==> config.mk <==
export PLATFORM = sky130hd
export DESIGN_NAME = sram_port_arb
export DESIGN_NICKNAME = d
export VERILOG_FILES = /design/src/rtl/sram_arb_pkg.sv /design/src/rtl/sram_port_arb_rr_arb.sv /design/src/rtl/sram_port_arb.sv
export SDC_FILE = /design/constraint.sdc
export NUM_CORES = 1
export LEC_CHECK = 0
export BUFFER_PORTS_ARGS = -buffer_cell sky130_fd_sc_hd__buf_2
export CORE_AREA = 2 2 105 107
export CTS_CLUSTER_SIZE = 14
export DETAILED_ROUTE_END_ITERATION = 8
export DIE_AREA = 0 0 107 109
export PLACE_DENSITY = 0.56
export SLEW_MARGIN = 15
export SYNTH_ARGS = -nofsm -noshare
export SYNTH_HDL_FRONTEND = slang
export SYNTH_SLANG_ARGS = --single-unit
==> constraint.sdc <==
create_clock -name clk_i -period 2.1 [get_ports clk_i]
set_input_delay 0.21 -clock clk_i [delete_from_list [all_inputs] [get_ports clk_i]]
set_output_delay 0.21 -clock clk_i [all_outputs]
set_load 0.02 [all_outputs]
==> src/rtl/sram_arb_pkg.sv <==
// sram_arb_pkg: shared definitions for the SRAM port arbiter slice.
//   NumReqDefault        default number of requesters sharing the macro
//   AddrWidthDefault     default word address width
//   DataWidthDefault     default data width
//   sram_req_t           one requester's access fields
//   sram_rsp_t           one requester's response fields
//   idx_width()          width of an index into n requesters (at least 1)
package sram_arb_pkg;

  localparam int NumReqDefault    = 3;
  localparam int AddrWidthDefault = 12;
  localparam int DataWidthDefault = 32;

  typedef struct packed {
    logic                          we;
    logic [AddrWidthDefault-1:0]   addr;
    logic [DataWidthDefault-1:0]   wdata;
    logic [DataWidthDefault/8-1:0] wmask;
  } sram_req_t;

  typedef struct packed {
    logic                        valid;
    logic [DataWidthDefault-1:0] rdata;
  } sram_rsp_t;

  // A single requester still needs a one-bit index so port widths stay legal.
  function automatic int idx_width(input int n);
    return (n > 1) ? $clog2(n) : 1;
  endfunction

endpackage

==> src/rtl/sram_port_arb_rr_arb.sv <==
// rr_arb: combinational round-robin grant selection.
//   req      in   N   request vector (already filtered for eligibility)
//   ptr      in   IW  index with the highest priority this cycle
//   gnt      out  N   one-hot grant, zero when nothing is requested
//   gnt_idx  out  IW  index of the granted bit (0 when nothing granted)
// The request vector is duplicated to 2N bits and everything below ptr is
// masked off; the lowest remaining bit is the first requester at or after
// ptr in cyclic order, and its position modulo N is the grant index.
module rr_arb
  import sram_arb_pkg::*;
#(
  parameter  int N  = NumReqDefault,
  localparam int IW = idx_width(N)
) (
  input  logic [N-1:0]  req,
  input  logic [IW-1:0] ptr,
  output logic [N-1:0]  gnt,
  output logic [IW-1:0] gnt_idx
);

  logic [2*N-1:0] masked_s;
  logic           found_s;
  logic [IW-1:0]  idx_s;

  // Mask off the duplicated request bits below the priority pointer.
  always_comb begin
    masked_s = {req, req};
    for (int j = 0; j < 2 * N; j++) begin
      if (j < int'(ptr)) begin
        masked_s[j] = 1'b0;
      end else begin
        masked_s[j] = masked_s[j];
      end
    end
  end

  // Priority-encode the lowest set bit of the masked vector.
  always_comb begin
    found_s = 1'b0;
    idx_s   = {IW{1'b0}};
    for (int j = 0; j < 2 * N; j++) begin
      if (masked_s[j] && !found_s) begin
        found_s = 1'b1;
        idx_s   = IW'(j % N);
      end else begin
        found_s = found_s;
      end
    end
  end

  // Expand the encoded index back to a one-hot grant.
  always_comb begin
    gnt_idx = idx_s;
    if (found_s) begin
      gnt = {{(N-1){1'b0}}, 1'b1} << idx_s;
    end else begin
      gnt = {N{1'b0}};
    end
  end

endmodule

==> src/rtl/sram_port_arb.sv <==
// sram_port_arb: round-robin sharing of one single-port SRAM macro.
//   clk_i        in   1       system clock (macro runs on its falling edge)
//   rst_ni       in   1       asynchronous active-low reset
//   lock_i       in   1       restrict grants to requester 0
//   req_i        in   NumReq  request per requester
//   we_i         in   NumReq  1 = write, 0 = read
//   addr_i       in   NumReq*AddrWidth   word address per requester
//   wdata_i      in   NumReq*DataWidth   write data per requester
//   wmask_i      in   NumReq*DataWidth/8 byte mask per requester
//   gnt_o        out  NumReq  one-hot grant, same cycle as the request
//   rsp_valid_o  out  NumReq  one-hot response pulse, one cycle after grant
//   rdata_o      out  DataWidth read data during a read response, else 0
//   csb_o/web_o  out  1       macro chip select / write enable, active-low
//   wmask_o, addr_o, wdata_o  out  macro fields of the granted requester
//   rdata_i      in   DataWidth macro read data
module sram_port_arb
  import sram_arb_pkg::*;
#(
  parameter int NumReq    = NumReqDefault,
  parameter int AddrWidth = 12,
  parameter int DataWidth = 32
) (
  input  logic                          clk_i,
  input  logic                          rst_ni,
  input  logic                          lock_i,
  input  logic [NumReq-1:0]             req_i,
  input  logic [NumReq-1:0]             we_i,
  input  logic [NumReq*AddrWidth-1:0]   addr_i,
  input  logic [NumReq*DataWidth-1:0]   wdata_i,
  input  logic [NumReq*DataWidth/8-1:0] wmask_i,
  output logic [NumReq-1:0]             gnt_o,
  output logic [NumReq-1:0]             rsp_valid_o,
  output logic [DataWidth-1:0]          rdata_o,
  output logic                          csb_o,
  output logic                          web_o,
  output logic [DataWidth/8-1:0]        wmask_o,
  output logic [AddrWidth-1:0]          addr_o,
  output logic [DataWidth-1:0]          wdata_o,
  input  logic [DataWidth-1:0]          rdata_i
);

  localparam int IW = idx_width(NumReq);
  localparam int MW = DataWidth / 8;

  logic [NumReq-1:0] elig_s;
  logic [NumReq-1:0] arb_gnt_s;
  logic [NumReq-1:0] gnt_s;
  logic [IW-1:0]     gnt_idx_s;
  logic              we_sel_s;

  logic [IW-1:0]     ptr_r;
  logic [NumReq-1:0] rsp_r;
  logic              rsp_we_r;

  // Programming mode leaves only requester 0 eligible.
  always_comb begin
    if (lock_i) begin
      elig_s = req_i & {{(NumReq-1){1'b0}}, 1'b1};
    end else begin
      elig_s = req_i;
    end
  end

  rr_arb #(.N(NumReq)) u_rr_arb (
    .req     (elig_s),
    .ptr     (ptr_r),
    .gnt     (arb_gnt_s),
    .gnt_idx (gnt_idx_s)
  );

  // No grant may reach the macro while reset is held.
  always_comb begin
    if (rst_ni) begin
      gnt_s = arb_gnt_s;
    end else begin
      gnt_s = {NumReq{1'b0}};
    end
  end

  assign gnt_o = gnt_s;

  // Steer the granted requester's fields onto the macro; idle drives zeros.
  always_comb begin
    csb_o    = 1'b1;
    web_o    = 1'b1;
    we_sel_s = 1'b0;
    wmask_o  = {MW{1'b0}};
    addr_o   = {AddrWidth{1'b0}};
    wdata_o  = {DataWidth{1'b0}};
    for (int i = 0; i < NumReq; i++) begin
      if (gnt_s[i]) begin
        csb_o    = 1'b0;
        web_o    = ~we_i[i];
        we_sel_s = we_i[i];
        wmask_o  = wmask_i[i*MW +: MW];
        addr_o   = addr_i[i*AddrWidth +: AddrWidth];
        wdata_o  = wdata_i[i*DataWidth +: DataWidth];
      end else begin
        csb_o = csb_o;
      end
    end
  end

  // Round-robin pointer: advance past the granted index, hold when idle.
  always_ff @(posedge clk_i or negedge rst_ni) begin
    if (!rst_ni) begin
      ptr_r <= {IW{1'b0}};
    end else if (|gnt_s) begin
      if (gnt_idx_s == IW'(NumReq - 1)) begin
        ptr_r <= {IW{1'b0}};
      end else begin
        ptr_r <= gnt_idx_s + IW'(1);
      end
    end else begin
      ptr_r <= ptr_r;
    end
  end

  // Response tracking: every grant yields exactly one pulse next cycle.
  always_ff @(posedge clk_i or negedge rst_ni) begin
    if (!rst_ni) begin
      rsp_r    <= {NumReq{1'b0}};
      rsp_we_r <= 1'b0;
    end else begin
      rsp_r    <= gnt_s;
      rsp_we_r <= we_sel_s;
    end
  end

  assign rsp_valid_o = rsp_r;

  // Read data is only forwarded during a read response.
  always_comb begin
    if ((|rsp_r) && !rsp_we_r) begin
      rdata_o = rdata_i;
    end else begin
      rdata_o = {DataWidth{1'b0}};
    end
  end

endmodule

* Word-level counts from Yosys, hierarchy flattened
Index checks and enable logic that the tools add are counted. Widths: inputs -> output; s select.
Operators by class: reduce and logical (&&, ||, !) cells 14, bitwise logic cells 3, equality and inequality tests 1, $lt $le $gt $ge 3, multiplexer cells 37, shifts and indexed selects 1, add/sub/neg operators 1
Operators by type and width (number):
- $mux 32 | 4
- $mux 12 | 3
- $mux 1 | 19
- $mux 4 | 3
- $mux 2 | 5
- $mux 3 | 3
- $logic_and 1x1->1 | 6
- $logic_not 1->1 | 6
- $reduce_or 3->1 | 2
- $lt 1x2->1 const A | 2
- $not 1->1 | 3
- $shl 1x2->3 const A | 1
- $add 2x1->2 const B | 1
- $eq 2x2->1 const B | 1
- $lt 2x2->1 const A | 1
Storage, ports and cells: word-level logic and storage cells 63, bits of input ports 185, register bits after elaboration 6, output and inout port bits 88

* Depth between registers and ports, before layout
word-level depth 24, gate-level depth with buffers 7, depth with buffers taken out 6

* Hierarchy
A second synthesis with hierarchy kept.
Unflattened totals: cell total of the unflattened synthesis 311, area, all modules 2269.7 um2
Modules (own cells, without submodules):
- sram_port_arb | cells an instance 298, area an instance 2175.8 um2, seq. area each 150.1 um2, instances 1
- rr_arb | cells an instance 13, area an instance 93.8 um2, seq. area each 0.0 um2, instances 1

* Least setup slack after synthesis
No wires, ideal clock.
kind flip-flop to output port, start point reg ptr_r[0], end point out addr_o[10], arrival 1.820 ns, stages on the path, launching flop included 7, data required time 1.890 ns, path slack 0.070 ns, buffers on the path 1, cells stage by stage dfrtp_1 > nand2b_1 > a21o_1 > a2111oi_4 > buf_2 > a2bb2oi_1 > nor2_1
Between the ends: elaborated cells on any way between the ends 33, classes of those cells order compare (3); shift (1); mux (19); reduce/logical (10)
RTL lines:
- start, declared | RTL line sram_port_arb.sv:51 | logic [IW-1:0] ptr_r;
- start signal, assigned | RTL line sram_port_arb.sv:107 | ptr_r <= {IW{1'b0}};
- start signal, assigned | RTL line sram_port_arb.sv:110 | ptr_r <= {IW{1'b0}};
- start signal, assigned | RTL line sram_port_arb.sv:112 | ptr_r <= gnt_idx_s + IW'(1);
- $lt 1x2->1 | RTL line sram_port_arb_rr_arb.sv:29 | if (j < int'(ptr)) begin
- $mux 1 | RTL line sram_port_arb_rr_arb.sv:29
- $mux 1 | RTL line sram_port_arb_rr_arb.sv:42 | if (masked_s[j] && !found_s) begin
- $logic_not 1->1 | RTL line sram_port_arb_rr_arb.sv:42
- $logic_and 1x1->1 | RTL line sram_port_arb_rr_arb.sv:42
- $mux 1 | RTL line sram_port_arb_rr_arb.sv:42
- $logic_not 1->1 | RTL line sram_port_arb_rr_arb.sv:42
- $logic_and 1x1->1 | RTL line sram_port_arb_rr_arb.sv:42
- [7 not listed]
- $logic_not 1->1 | RTL line sram_port_arb_rr_arb.sv:42
- $logic_and 1x1->1 | RTL line sram_port_arb_rr_arb.sv:42
- $mux 2 | RTL line sram_port_arb_rr_arb.sv:42
- $shl 1x2->3 | RTL line sram_port_arb_rr_arb.sv:55 | gnt = {{(N-1){1'b0}}, 1'b1} << idx_s;
- $mux 3 (*) | RTL line sram_port_arb_rr_arb.sv:54 | if (found_s) begin
- $mux 3 (*) | RTL line sram_port_arb.sv:73 | if (rst_ni) begin
- named net gnt_o[1] | RTL line sram_port_arb.sv:31 | output logic [NumReq-1:0] gnt_o,
- $mux 12 (*) (2 in series) | RTL line sram_port_arb.sv:91 | if (gnt_s[i]) begin
- end, declared | RTL line sram_port_arb.sv:37 | output logic [AddrWidth-1:0] addr_o,
Mark *: on every way through the listed nets, which the timed path passes. The rest lies on a longest branch.

* Final worst setup path
start point reg ptr_r[0], end point out wmask_o[0]
Between the ends: cells in the longest elaborated chain, start to end 24, elaborated cells on any way between the ends 33, classes of those cells order compare (3); shift (1); mux (19); reduce/logical (10)
RTL lines:
- $lt 1x2->1 | RTL line sram_port_arb_rr_arb.sv:29
- $mux 1 | RTL line sram_port_arb_rr_arb.sv:29
- $mux 1 | RTL line sram_port_arb_rr_arb.sv:42
- $logic_not 1->1 | RTL line sram_port_arb_rr_arb.sv:42
- $logic_and 1x1->1 | RTL line sram_port_arb_rr_arb.sv:42
- $mux 1 | RTL line sram_port_arb_rr_arb.sv:42
- $logic_not 1->1 | RTL line sram_port_arb_rr_arb.sv:42
- $logic_and 1x1->1 | RTL line sram_port_arb_rr_arb.sv:42
- [7 not listed]
- $logic_not 1->1 | RTL line sram_port_arb_rr_arb.sv:42
- $logic_and 1x1->1 | RTL line sram_port_arb_rr_arb.sv:42
- $mux 2 | RTL line sram_port_arb_rr_arb.sv:42
- $shl 1x2->3 | RTL line sram_port_arb_rr_arb.sv:55
- $mux 3 (*) | RTL line sram_port_arb_rr_arb.sv:54
- $mux 3 (*) | RTL line sram_port_arb.sv:73
- $mux 4 (2 in series) | RTL line sram_port_arb.sv:91
- $mux 4 (*) | RTL line sram_port_arb.sv:91
- end, declared | RTL line sram_port_arb.sv:36 | output logic [DataWidth/8-1:0] wmask_o,
Every way passes the cells marked *; elsewhere a longest branch is shown, timed or not.

==> reports/qor.yml <==
portBuffers: 272
final-seq-area_um2: 151
crit_required_ns: 1.89
num-fill-cells: 1155
finalWirelength_mm: 9.00
max_freq_ghz: 0.436
grt_max_degree: 33
core_area_um2: 10600
yosys_warnings: 0
tightest_slew_ns: 0.763
grt.total_usage_pct: 12.5
root_buffer: "clkbuf_8"
min_from: "we_i[2]"
violations: "setup timing"
die_h_um: 109
synthDominantCellAreaShare_pct: 35.3
synth.distinct_cells: 22
dieArea_um2: 11700
layout-drive-gt1-share_pct: 56.7
post_drt_wl_per_cell_um: 12.8
grt_pass1_wl_mm: 11.9
yosysTopAreaCell: "nor2_1"
worstPathArrival_ns: 2.09
cp-end-kind: "primary output"
numCtsBuffers: 3
area_growth_pct: 128
yosys-top-cells-area: "nor2_1, a2bb2oi_1, and2_1, dfrtp_1, clkbuf_1"
worst_setup_path_start_kind: "flip-flop"
r2r_end: "rsp_we_r"
die_w_um: 107
netlist_instances: 283
power_mw: 1.33
leakage_nw: 2.10
skew_ns: 0.00721
hold_violations: 0
clk_latency_ns: 0.22
hold_ws_ns: 0.362
period_share_pct: 109
synth-edff-count: 0
fin_area_um2: 3650
postSynthAreaPerCell_um2: 5.67
relSlewSlack_pct: 49.1
period_minus_slack_ns: 2.30
vias_per_cell: 4.38
p_per_area_nw_per_um2: 364
clock_sinks: 6
dr.pass1.iters: 4
setup_viol: 49
num_vias: 3071
async_flop_share_pct: 100
grt_pass1_vias: 2674
fin_nets: 748
synth-seq-cells: 6
fin_ws_ns: -0.196
grt_antenna_before_repair: 0
htreeDepth: 1
cts_tree: "yes"
overflow: 0
rows: 38
route.detailed.drc: 0
hp-class: "input pin to flip-flop"
hpwl_mm: 6.63
cts_max_path_buffers: 2
cap_violations: 0
r2r_cells: 8
r2r_setup_slack_ns: 0.15
drtIter0Drc: 92
dp_slack_ns: -0.0411
ir_drop_mv: 0.393
path_class: "flip-flop to primary output"
antennaDiodeCount: 0
antenna_left: 0
synth_most_common_cell: "nor2_1"
placed_area_um2: 3200
rsz0062_at_grt: "true"
synth_fp_nets: 468
whs_endpoint: "rsp_we_r"
yosysSeqAreaShare_pct: 9.36
drv_slew: 0
multiInputGateArea_um2: 1430
hold_depth: 3
path_clk_slew_ns: 0.04
synth_common_cells: "nor2_1, a2bb2oi_1, and2_1"
gp_congestion: 0.792
synth_flop_cell: "dfrtp_1"
timing.rr.start: "ptr_r[0]"
cp_max_fo: 5
initial_core_util_pct: 15.1
ios: 273
status: "finished with violations"
synth_area_um2: 1600
## worst max-delay path by stage
stage | from | to | cells past startpoint
2_1_floorplan | ptr_r[0] | addr_o[10] | 6
3_3_place_gp | ptr_r[0] | web_o | 7
3_5_place_dp | ptr_r[0] | web_o | 7
4_1_cts | ptr_r[0] | web_o | 8
5_1_grt | ptr_r[0] | wmask_o[0] | 9
6_report | ptr_r[0] | wmask_o[0] | 9
## layout by cell type, fill, tap and decap left out, drive strengths merged, types with 2 or more instances in the layout
cell type	Yosys	layout
and2	32	32
inv	2	2
clkbuf	18	4
o21a	3	3
dfrtp	6	6
nor2b	3	3
buf	6	297
a21o	2	2
nor2	151	151
a2bb2oi	49	49
## kinds of logic (layout without fill, tap and decap cells)
kind of cell / Yosys count / in the layout / share of synthesized area [%]
buffers and inverters: 26 / 304 / 6.55
AO/OA/AOI/OAI: 60 / 60 / 33.1
flip-flops: 6 / 6 / 9.36
AND/OR/NAND/NOR: 191 / 191 / 51.0
## flip-flops by register name, indices dropped and copies added, names as in the netlist
register and cells:
rsp_valid_o 3, rsp_we_r 1, ptr_r 2
## per-layer routing
metal  vias up  part of all wire [%]  track usage (%)
li1       1500                     -                -
met1      1385                    34             12.3
met2       184                    57             27.9
met3         2                   8.5             2.21
met4         0                  0.19            0.278
met5         -                     0                0
## where the power goes
part | leakage (nW) | internal [mW] | switching, mW
Clock | 0.0216 | 0.123 | 0.0496
Sequential | 0.0764 | 0.128 | 0.0108
Combinational | 2.00 | 0.508 | 0.511
Total | 2.10 | 0.759 | 0.571
## layout make-up
type,instances,share of cell area (%)
Timing Repair Buffer,299,50.7
Multi-Input combinational cell,251,39.0
Tap cell,140,4.80
Sequential cell,6,4.15
Clock buffer,3,1.13
Inverter,2,0.206
## critical path, cell delays in order (launching register included)
cell and delay, ns:
dfrtp_2 0.42, nand2b_4 0.15, a21o_1 0.21, a2111oi_4 0.30, buf_6 0.20, clkbuf_16 0.15
buf_8 0.11, a2bb2oi_1 0.06, nor2_1 0.10, buf_4 0.15
## what timing repair did
action                                  4_1_cts  5_1_grt
cloned                                        2        1
pin swaps                                     9       20
buffers inserted                              7        6
hold endpoints to repair                      6        0
endpoints found under the setup margin       83       52
hold buffers                                  1        0
gates resized for setup                      37       50
## per-stage QoR
stage / TNS (ns) / utilization [%] / cells
finish: -6.59 / 34.4 / 701
global route: -11.92 / 34.4 / 701
floorplan: 0 / - / 283
detailed placement: -0.0722 / 30.1 / 683
CTS: -7.04 / 32.5 / 696
global placement: -0.0121 / 30.1 / 683
(Power assumes the default switching activity.)
